<file path="src/rtl/cont_anel_ctrl_pkg.sv">
`default_nettype none
// ============================================================================
// Module  : cont_anel_ctrl_pkg
// Purpose : Shared definitions for the ring-counter sequencer: FSM state
//           encoding, default timing values and a counter-width helper.
// Ports   : none (package)
// Rev     : 1.0  initial release
// ============================================================================
package cont_anel_ctrl_pkg;

  // Encoding is visible on LEDG through state_o, so the values are fixed.
  typedef enum logic [1:0] {
    ST_IDLE  = 2'd0,
    ST_LOAD  = 2'd1,
    ST_RUN   = 2'd2,
    ST_PAUSE = 2'd3
  } state_t;

  localparam int c_DIV_DEFAULT     = 50_000_000;  // 1 Hz run tick from CLOCK_50
  localparam int c_DEB_CYC_DEFAULT = 1_000_000;   // 20 ms key stability window

  // Bits needed to count 0..n-1; never less than one bit.
  function automatic int cnt_width(input int n);
    return (n > 1) ? $clog2(n) : 1;
  endfunction

endpackage
`default_nettype wire

</file>
<file path="src/rtl/cont_anel_ctrl_deb_tecla.sv">
`default_nettype none
// ============================================================================
// Module  : deb_tecla
// Purpose : Key conditioner: 2-FF synchronizer, debouncer and a one-cycle
//           pulse on each debounced press (1 -> 0) of an active-low key.
// Ports   : clk_i    in   clock
//           rst_i    in   asynchronous active-high reset
//           key_n_i  in   raw active-low key, bouncy, asynchronous
//           press_o  out  registered one-cycle pulse per accepted press
// Rev     : 1.0  initial release
// ============================================================================
module deb_tecla
  import cont_anel_ctrl_pkg::*;
#(
  parameter int DEB_CYC = c_DEB_CYC_DEFAULT
) (
  input  logic clk_i,
  input  logic rst_i,
  input  logic key_n_i,
  output logic press_o
);

  localparam int CW = cnt_width(DEB_CYC);

  logic [1:0]    sync_q;
  logic          stable_q, stable_d;
  logic [CW-1:0] cnt_q, cnt_d;
  logic          press_q, press_d;

  // Synchronizer resets to "released" so a reset never fakes a press.
  always_ff @(posedge clk_i or posedge rst_i) begin
    if (rst_i) begin
      sync_q   <= 2'b11;
      stable_q <= 1'b1;
      cnt_q    <= '0;
      press_q  <= 1'b0;
    end else begin
      sync_q   <= {sync_q[0], key_n_i};
      stable_q <= stable_d;
      cnt_q    <= cnt_d;
      press_q  <= press_d;
    end
  end

  // The counter measures how long the synced key has disagreed with the
  // accepted value; any agreement restarts the window.
  always_comb begin
    stable_d = stable_q;
    cnt_d    = '0;
    press_d  = 1'b0;
    if (sync_q[1] != stable_q) begin
      if (cnt_q == CW'(DEB_CYC - 1)) begin
        stable_d = sync_q[1];
        press_d  = ~sync_q[1];   // only the press direction produces a pulse
      end else begin
        cnt_d = cnt_q + CW'(1);
      end
    end
  end

  assign press_o = press_q;

endmodule
`default_nettype wire

</file>
<file path="src/rtl/cont_anel_ctrl.sv">
`default_nettype none
// ============================================================================
// Module  : cont_anel_ctrl
// Purpose : Sequencer for the DE2 4-bit ring counter. Generates single-cycle
//           shift/load enables from CLOCK_50: free-run on a divided tick,
//           single-step from a debounced key, or parallel load.
// Ports   : CLOCK_50    in   sole clock, rising edge
//           clr         in   asynchronous active-high reset
//           run_req     in   level, 1 = free-run, 0 = pause
//           load_req    in   rising edge requests a pattern load
//           step_n      in   raw active-low key, one shift per press in PAUSE
//           pat_in      in   [W] pattern to load
//           ring_ck_en  out  one-cycle enable to the ring counter
//           ring_sel    out  1 = load ring_d, 0 = shift
//           ring_d      out  [W] registered load pattern
//           state_o     out  [2] current FSM state
// Rev     : 1.0  initial release
// ============================================================================
module cont_anel_ctrl
  import cont_anel_ctrl_pkg::*;
#(
  parameter int W       = 4,
  parameter int DIV     = c_DIV_DEFAULT,
  parameter int DEB_CYC = c_DEB_CYC_DEFAULT
) (
  input  logic         CLOCK_50,
  input  logic         clr,
  input  logic         run_req,
  input  logic         load_req,
  input  logic         step_n,
  input  logic [W-1:0] pat_in,
  output logic         ring_ck_en,
  output logic         ring_sel,
  output logic [W-1:0] ring_d,
  output logic [1:0]   state_o
);

  localparam int CNT_W = cnt_width(DIV);

  logic [1:0]       run_sync_q;
  logic [1:0]       load_sync_q;
  logic             load_prev_q;
  state_t           state_q, state_d;
  logic [CNT_W-1:0] tick_cnt_q, tick_cnt_d;
  logic             en_q, en_d;
  logic             sel_q, sel_d;
  logic [W-1:0]     pat_q, pat_d;

  logic w_load_edge;
  logic w_run;
  logic w_tick;
  logic w_step_p;

  deb_tecla #(
    .DEB_CYC (DEB_CYC)
  ) u_deb_step (
    .clk_i   (CLOCK_50),
    .rst_i   (clr),
    .key_n_i (step_n),
    .press_o (w_step_p)
  );

  assign w_load_edge = load_sync_q[1] & ~load_prev_q;
  assign w_run       = run_sync_q[1];
  assign w_tick      = (state_q == ST_RUN) && (tick_cnt_q == CNT_W'(DIV - 1));

  // State register plus synchronizers, tick counter and registered outputs.
  always_ff @(posedge CLOCK_50 or posedge clr) begin
    if (clr) begin
      run_sync_q  <= 2'b00;
      load_sync_q <= 2'b00;
      load_prev_q <= 1'b0;
      state_q     <= ST_IDLE;
      tick_cnt_q  <= '0;
      en_q        <= 1'b0;
      sel_q       <= 1'b0;
      pat_q       <= '0;
    end else begin
      run_sync_q  <= {run_sync_q[0], run_req};
      load_sync_q <= {load_sync_q[0], load_req};
      load_prev_q <= load_sync_q[1];
      state_q     <= state_d;
      tick_cnt_q  <= tick_cnt_d;
      en_q        <= en_d;
      sel_q       <= sel_d;
      pat_q       <= pat_d;
    end
  end

  // The counter only advances in RUN and sits at zero everywhere else, so
  // every entry to RUN starts a full DIV-cycle period.
  assign tick_cnt_d = (state_q != ST_RUN || w_tick) ? '0 : tick_cnt_q + CNT_W'(1);

  // Next state: load edge beats a run_req change, which beats tick/step.
  always_comb begin
    state_d = state_q;
    case (state_q)
      ST_IDLE: begin
        if (w_load_edge) state_d = ST_LOAD;
      end
      ST_LOAD: begin
        state_d = w_run ? ST_RUN : ST_PAUSE;
      end
      ST_RUN: begin
        if (w_load_edge)  state_d = ST_LOAD;
        else if (!w_run)  state_d = ST_PAUSE;
      end
      ST_PAUSE: begin
        if (w_load_edge)  state_d = ST_LOAD;
        else if (w_run)   state_d = ST_RUN;
      end
      default: state_d = ST_IDLE;
    endcase
  end

  // Outputs are decided from the transition and registered, so the enable
  // appears in the same cycle the FSM enters LOAD. A tick or step only fires
  // when the FSM stays put; a competing transition drops it.
  always_comb begin
    en_d  = 1'b0;
    sel_d = 1'b0;
    pat_d = pat_q;
    if (state_d == ST_LOAD) begin
      en_d  = 1'b1;
      sel_d = 1'b1;
      // An all-zero ring would never shift anything visible; seed one bit.
      pat_d = (pat_in == '0) ? W'(1) : pat_in;
    end else if (state_d == ST_RUN && w_tick) begin
      en_d = 1'b1;
    end else if (state_q == ST_PAUSE && state_d == ST_PAUSE && w_step_p) begin
      en_d = 1'b1;
    end
  end

  assign ring_ck_en = en_q;
  assign ring_sel   = sel_q;
  assign ring_d     = pat_q;
  assign state_o    = state_q;

endmodule
`default_nettype wire

</file>
<file path="config.mk">
export PLATFORM = sky130hd
export DESIGN_NAME = cont_anel_ctrl
export DESIGN_NICKNAME = d
export VERILOG_FILES = /design/src/rtl/cont_anel_ctrl_pkg.sv /design/src/rtl/cont_anel_ctrl_deb_tecla.sv /design/src/rtl/cont_anel_ctrl.sv
export SDC_FILE = /design/constraint.sdc
export NUM_CORES = 1
export LEC_CHECK = 0
export ABC_AREA = 1
export BUFFER_PORTS_ARGS = -buffer_cell sky130_fd_sc_hd__buf_2
export CORE_UTILIZATION = 40
export DETAILED_ROUTE_END_ITERATION = 10
export GPL_TIMING_DRIVEN = 0
export PLACE_DENSITY = 0.61
export SYNTH_ARGS = -nofsm -noshare
export SYNTH_HDL_FRONTEND = slang
export SYNTH_SLANG_ARGS = --single-unit
</file>
<file path="constraint.sdc">
create_clock -name CLOCK_50 -period 3 [get_ports CLOCK_50]
set_input_delay 0.45 -clock CLOCK_50 [delete_from_list [all_inputs] [get_ports CLOCK_50]]
set_output_delay 0.45 -clock CLOCK_50 [all_outputs]
set_load 0.02 [all_outputs]
</file>
---- Yosys cells after proc, flatten, opt, wreduce, memory -nomap -nowiden ----
Cells that the tools add are included.
word-level totals
  bits in registers ....................... 63
  input bits .............................. 9
  output and inout port bits .............. 8
  logic and storage cells ................. 52
operators by class
  add/sub/neg operators ................... 2
  equal/unequal tests ..................... 10
  mux-type cells .......................... 17
  bitwise gates (word level) .............. 3
  reduce and logical (&&, ||, !) cells .... 8
operators with widths
  cell                   count
  $mux 20                2
  $add 26x1->26 const B  1
  $eq 26x26->1 const B   1
  $mux 26                1
  $add 20x1->20 const B  1
  $eq 20x20->1 const B   1
  $mux 2                 5
  $eq 2x2->1 const B     4
  $pmux 2 s4             1
  $mux 1                 7
  $eq 2x1->1 const B     2
  $logic_and 1x1->1      4
  $logic_not 4->1        1
  $mux 4                 1
  $logic_not 2->1        1
  $ne 2x2->1 const B     1
  $not 1->1              2
  $reduce_and 2->1       1
  $and 1x1->1            1
  $logic_or 1x1->1       1
  $ne 1x1->1             1

---- Logic depth before layout (Yosys ltp) ----
  word-level depth ........................ 10
  depth in mapped cells ................... 9
  depth with buffers taken out ............ 9

---- Modules after synthesis ----
From an unflattened synthesis, not the netlist that was laid out.
unflattened totals
  cell total of the unflattened synthesis .. 439
  area, all modules ....................... 3379.5 um2
by module, submodules not included
  module          instances  cells an instance  area each (um2)  seq. area each (um2)
  cont_anel_ctrl  1          274                2021.9           975.9
  deb_tecla       1          165                1357.6           604.3

---- Least setup slack after synthesis ----
No wires, ideal clock.
  kind .................................... flip-flop to flip-flop
  start ................................... register tick_cnt_q[0]
  end ..................................... register tick_cnt_q[14]
  setup time .............................. 0.119 ns
  data arrival time ....................... 1.379 ns
  required time ........................... 2.881 ns
  path slack .............................. 1.502 ns
  cell stages (with the launch flop) ...... 10
  path buffers ............................ 1
  clock period less this slack ............ 1.498 ns
  cells stage by stage .................... dfrtp_1 -> ha_1 -> nand2_1 -> inv_1 -> nand2_1 -> nor2_2 -> nand2_2 -> nand2_4 -> buf_6 -> nor2_1
between the ends
  longest elaborated chain between the ends .. 4
  elaborated cells on any way between the ends .. 5
  classes of those cells .................. add/sub: 1; eq/ne: 1; mux: 1; reduce/logical: 2
RTL lines
  item                                                   RTL line              source
  start: declaration                                     cont_anel_ctrl.sv:44  logic [CNT_W-1:0] tick_cnt_q, tick_cnt_d;
  start signal: assignment                               cont_anel_ctrl.sv:83  tick_cnt_q <= tick_cnt_d;
  branches (longest 3 deep; another with $add 26x1->26)  -
  $mux 26 (*)                                            cont_anel_ctrl.sv:92  assign tick_cnt_d = (state_q != ST_RUN || w_tick) ? '0 : tick_cnt_q + CNT_W'(1);
  via tick_cnt_d[14]                                     cont_anel_ctrl.sv:44
Mark *: on every way through the listed nets, which the timed path passes.
A chain may end at the register's enable or synchronous reset.

---- Worst setup path in the final report ----
  start ................................... register tick_cnt_q[0]
  end ..................................... register tick_cnt_q[21]
Same word-level chain as after synthesis.

==> reports/summary.txt <==
POWER AND IR DROP
--------------------------------------------------------------------------------------------------------
Cell leakage power                                                                               1.58 nW
Power per unit of standard cell area                                                          487 nW/um2
Worst VDD drop                                                                                    290 uV
Total power after layout                                                                         1.81 mW

YOSYS
--------------------------------------------------------------------------------------------------------
Most frequently used flop master after synthesis                                                 dfrtp_1
Top cells by area in the synthesized netlist                                                dfrtp_1, nand2_1, nor2_1
Post-synth EDFFs                                                                                       0
Yosys warning count                                                                                    0
Largest area contributor in the synthesized netlist                                              dfrtp_1
Share of flip-flops with an asynchronous set or reset after synthesis                               100%
Post-synth net total                                                                                 436
Fraction of the yosys area taken by sequential cells                                               48.2%
Most used standard cell by instance count after synthesis                                        nand2_1
Average instance area after synthesis                                                           7.72 um2
Post-synthesis cell type count                                                                        25
Post-synth design cell area                                                                     3280 um2
Number of instances in the synthesized netlist                                                       425
Synth top area share                                                                               45.7%
Number of synthesized register bits                                                                   63
Leading post-synthesis cells by instance count                                              nand2_1, nor2_1, dfrtp_1, inv_1, nand3_1

DETAILED ROUTING
--------------------------------------------------------------------------------------------------------
Detail Route met3 WL                                                                              161 um
Total number of vias                                                                               2,610
Total iterations of the first detailed-routing run                                                     4
Detailed route wirelength on metal2                                                              2950 um
Wl on met1                                                                                       3280 um
Via density per instance                                                                            4.66
Iteration-0 DRC count of the detailed router                                                         121
Average wire per cell in the routed design                                                       11.6 um
Count of nets left with antenna violations after detail routing                                        0
DRC violations left                                                                                    0
Top layer reached by signal wires                                                                   met4
Post-detailed-routing wire length                                                                6470 um

SETUP PATH
--------------------------------------------------------------------------------------------------------
Worst reg2reg endpoint                                                                      tick_cnt_q[21]
CP endpoint kind                                                                                register
Worst setup path class                                                                           reg2reg
Crit path max-delay cell type                                                                    dfrtp_1
Cells along the critical path                                                               ha_1, nand2_1, inv_1, nand2_1, nor2_2, nand2_2, nand2_4, buf_6, nor2_1
Critical path data arrival time                                                                  2.01 ns
Worst R2R Path Depth                                                                                   9
Critical Path Source Type                                                                       register
CP peak stage delay                                                                              0.46 ns
Cell mode on critical path                                                                       nand2_1
Maximum net fanout on the critical path                                                               10
Data required time at the worst endpoint                                                         3.22 ns
Launch instance of the worst register-to-register path                                      tick_cnt_q[0]
Setup slack of the most critical reg-to-reg path                                                 1.21 ns

GRT
--------------------------------------------------------------------------------------------------------
Number of global-route vias before repair                                                          2,585
Global Route Usage Sum                                                                             17.0%
First-pass GRT wire length                                                                     11,400 um
Antenna violations before repair                                                                       0
Sum of overflow across all layers after global routing                                                 0
Maximum number of pins on one net before global-route repair                                          44

STA
--------------------------------------------------------------------------------------------------------
Final clock period utilization by the worst path                                                   59.6%
RSZ-0062 raised after global routing                                                               false
Maximum clock frequency                                                                          560 MHz
Worst hold-check slack                                                                          0.124 ns
Setup TNS after final layout                                                                        0 ns
Final period demand of the worst path                                                            1.79 ns
Max-slew violation count                                                                               0
Worst clock skew                                                                               0.0138 ns
Final number of hold-violating endpoints                                                               0
Actual slew at the worst max-slew pin                                                           0.489 ns
Setup-failing EPs final                                                                                0
Fin worst setup slack                                                                            1.21 ns
Max-slew headroom                                                                                  67.4%

FLOW RUN
--------------------------------------------------------------------------------------------------------
Total of max-cap violations                                                                            0

DIE
--------------------------------------------------------------------------------------------------------
Width of the chip                                                                                92.6 um
Io pins                                                                                               17
Row cnt                                                                                               32
Core region area                                                                                7850 um2
Die Y-Extent                                                                                     92.6 um
Initial core utilization                                                                           41.8%
Die Footprint                                                                                   8570 um2

FINAL LAYOUT
--------------------------------------------------------------------------------------------------------
Area added between synthesis and finish                                                            13.0%
Utilization after layout                                                                           47.2%
Post-layout net count                                                                                464
Layout cells sized above 1                                                                         14.2%
Diode count                                                                                            0

PLACEMENT
--------------------------------------------------------------------------------------------------------
Worst setup slack after placement                                                                1.22 ns
Port Buf Inserts                                                                                      16
Placer's final routability congestion estimate                                                     0.867
Detailed Place HPWL                                                                              4720 um

HOLD PATH
--------------------------------------------------------------------------------------------------------
Worst hold path type                                                                            in2async

CLOCK NETWORK
--------------------------------------------------------------------------------------------------------
H-tree level count                                                                                     3
Post-CTS Setup Bufs                                                                                    0
Clock tree from TritonCTS                                                                          built
Hold Buf Count CTS                                                                                     0
Clock Tree Buf Depth                                                                                   2
Post-CTS clock slew at the launch and capture registers of the worst setup and hold paths        0.08 ns
CTS Sinks                                                                                             63
Resized cells post-CTS                                                                                 0
Clock root buffer                                                                               clkbuf_8
Number of buffers created by CTS                                                                       9
Clock latency reported for the late side of the worst-skew pair                                  0.34 ns

RUN STATUS
--------------------------------------------------------------------------------------------------------
Result of the run                                                                              completed

[report_power, final]
group	internal, mW	switching [mW]	leakage [nW]
logic	0.0530	0.107	0.650
registers	0.880	0.0219	0.840
clock network	0.388	0.356	0.0891
[cells by family after synthesis]
group	count (synthesis)	share of synthesized area, %
DFF	63	48.2
adders and majority gates	2	0.762
and+or+nand+nor	277	36.2
buffers and inverters	44	5.76
xor gates and xnor gates	26	6.94
AOI/OAI and AO/OA	13	2.17
[through the flow]
stage                     area, um2  instances
after floorplan                3280        425
after global placement         3490        543
after detailed placement       3510        544
after CTS                      3710        560
after global routing           3710        560
final                          3710        560
[flip-flops by register name (all words and copies together) (netlist names), 2 cells and up]
name / flops
tick_cnt_q: 26
run_sync_q: 2
u_deb_step.sync_q: 2
state_o: 2
u_deb_step.cnt_q: 20
ring_d: 4
load_sync_q: 2
[layer usage]
metal  vias up  GRT usage (%)
li1       1361              -
met1      1212           22.7
met2        32           26.8
met3         5           3.28
met4         0           7.81
met5         -              0
[placed cells by master, fill, tap and decap left out, drive strengths merged, types with 7 or more instances in the layout]
master / count
a21oi: 7
buf: 19
clkbuf: 10
dfrtp: 60
inv: 43
nand2: 122
nand3: 28
nor2: 118
xnor2: 13
xor2: 13
[worst max path at each step]
stage                           endpoint  slack [ns]          start
after floorplan              load_prev_q        0.99            clr
after global placement    tick_cnt_q[22]        0.16            clr
after detailed placement  tick_cnt_q[16]        1.22  tick_cnt_q[0]
after CTS                 tick_cnt_q[21]        1.21  tick_cnt_q[0]
after global routing      tick_cnt_q[21]        1.02  tick_cnt_q[0]
final                     tick_cnt_q[21]        1.21  tick_cnt_q[0]
[layout make-up]
cell class / instances / area [um2]
sequential: 63 / 1580
inverter: 42 / 158
clock buffer: 10 / 128
clock inverter: 6 / 70.1
multi-input combinational: 318 / 1510
buffer: 2 / 31.3
timing repair buffer: 17 / 100
tap: 102 / 128
fill: 799 / 4140
[worst max-delay path, delay by kind of cell (launching register included)]
| kind | cells | cell delay, ns |
|---|---|---|
| buffers and inverters | 2 | 0.28 |
| AND/OR/NAND/NOR | 6 | 0.66 |
| adder cells (fa/ha/maj) | 1 | 0.29 |
| flip-flops | 1 | 0.46 |
Note: power is estimated with default switching activity, not from simulation.
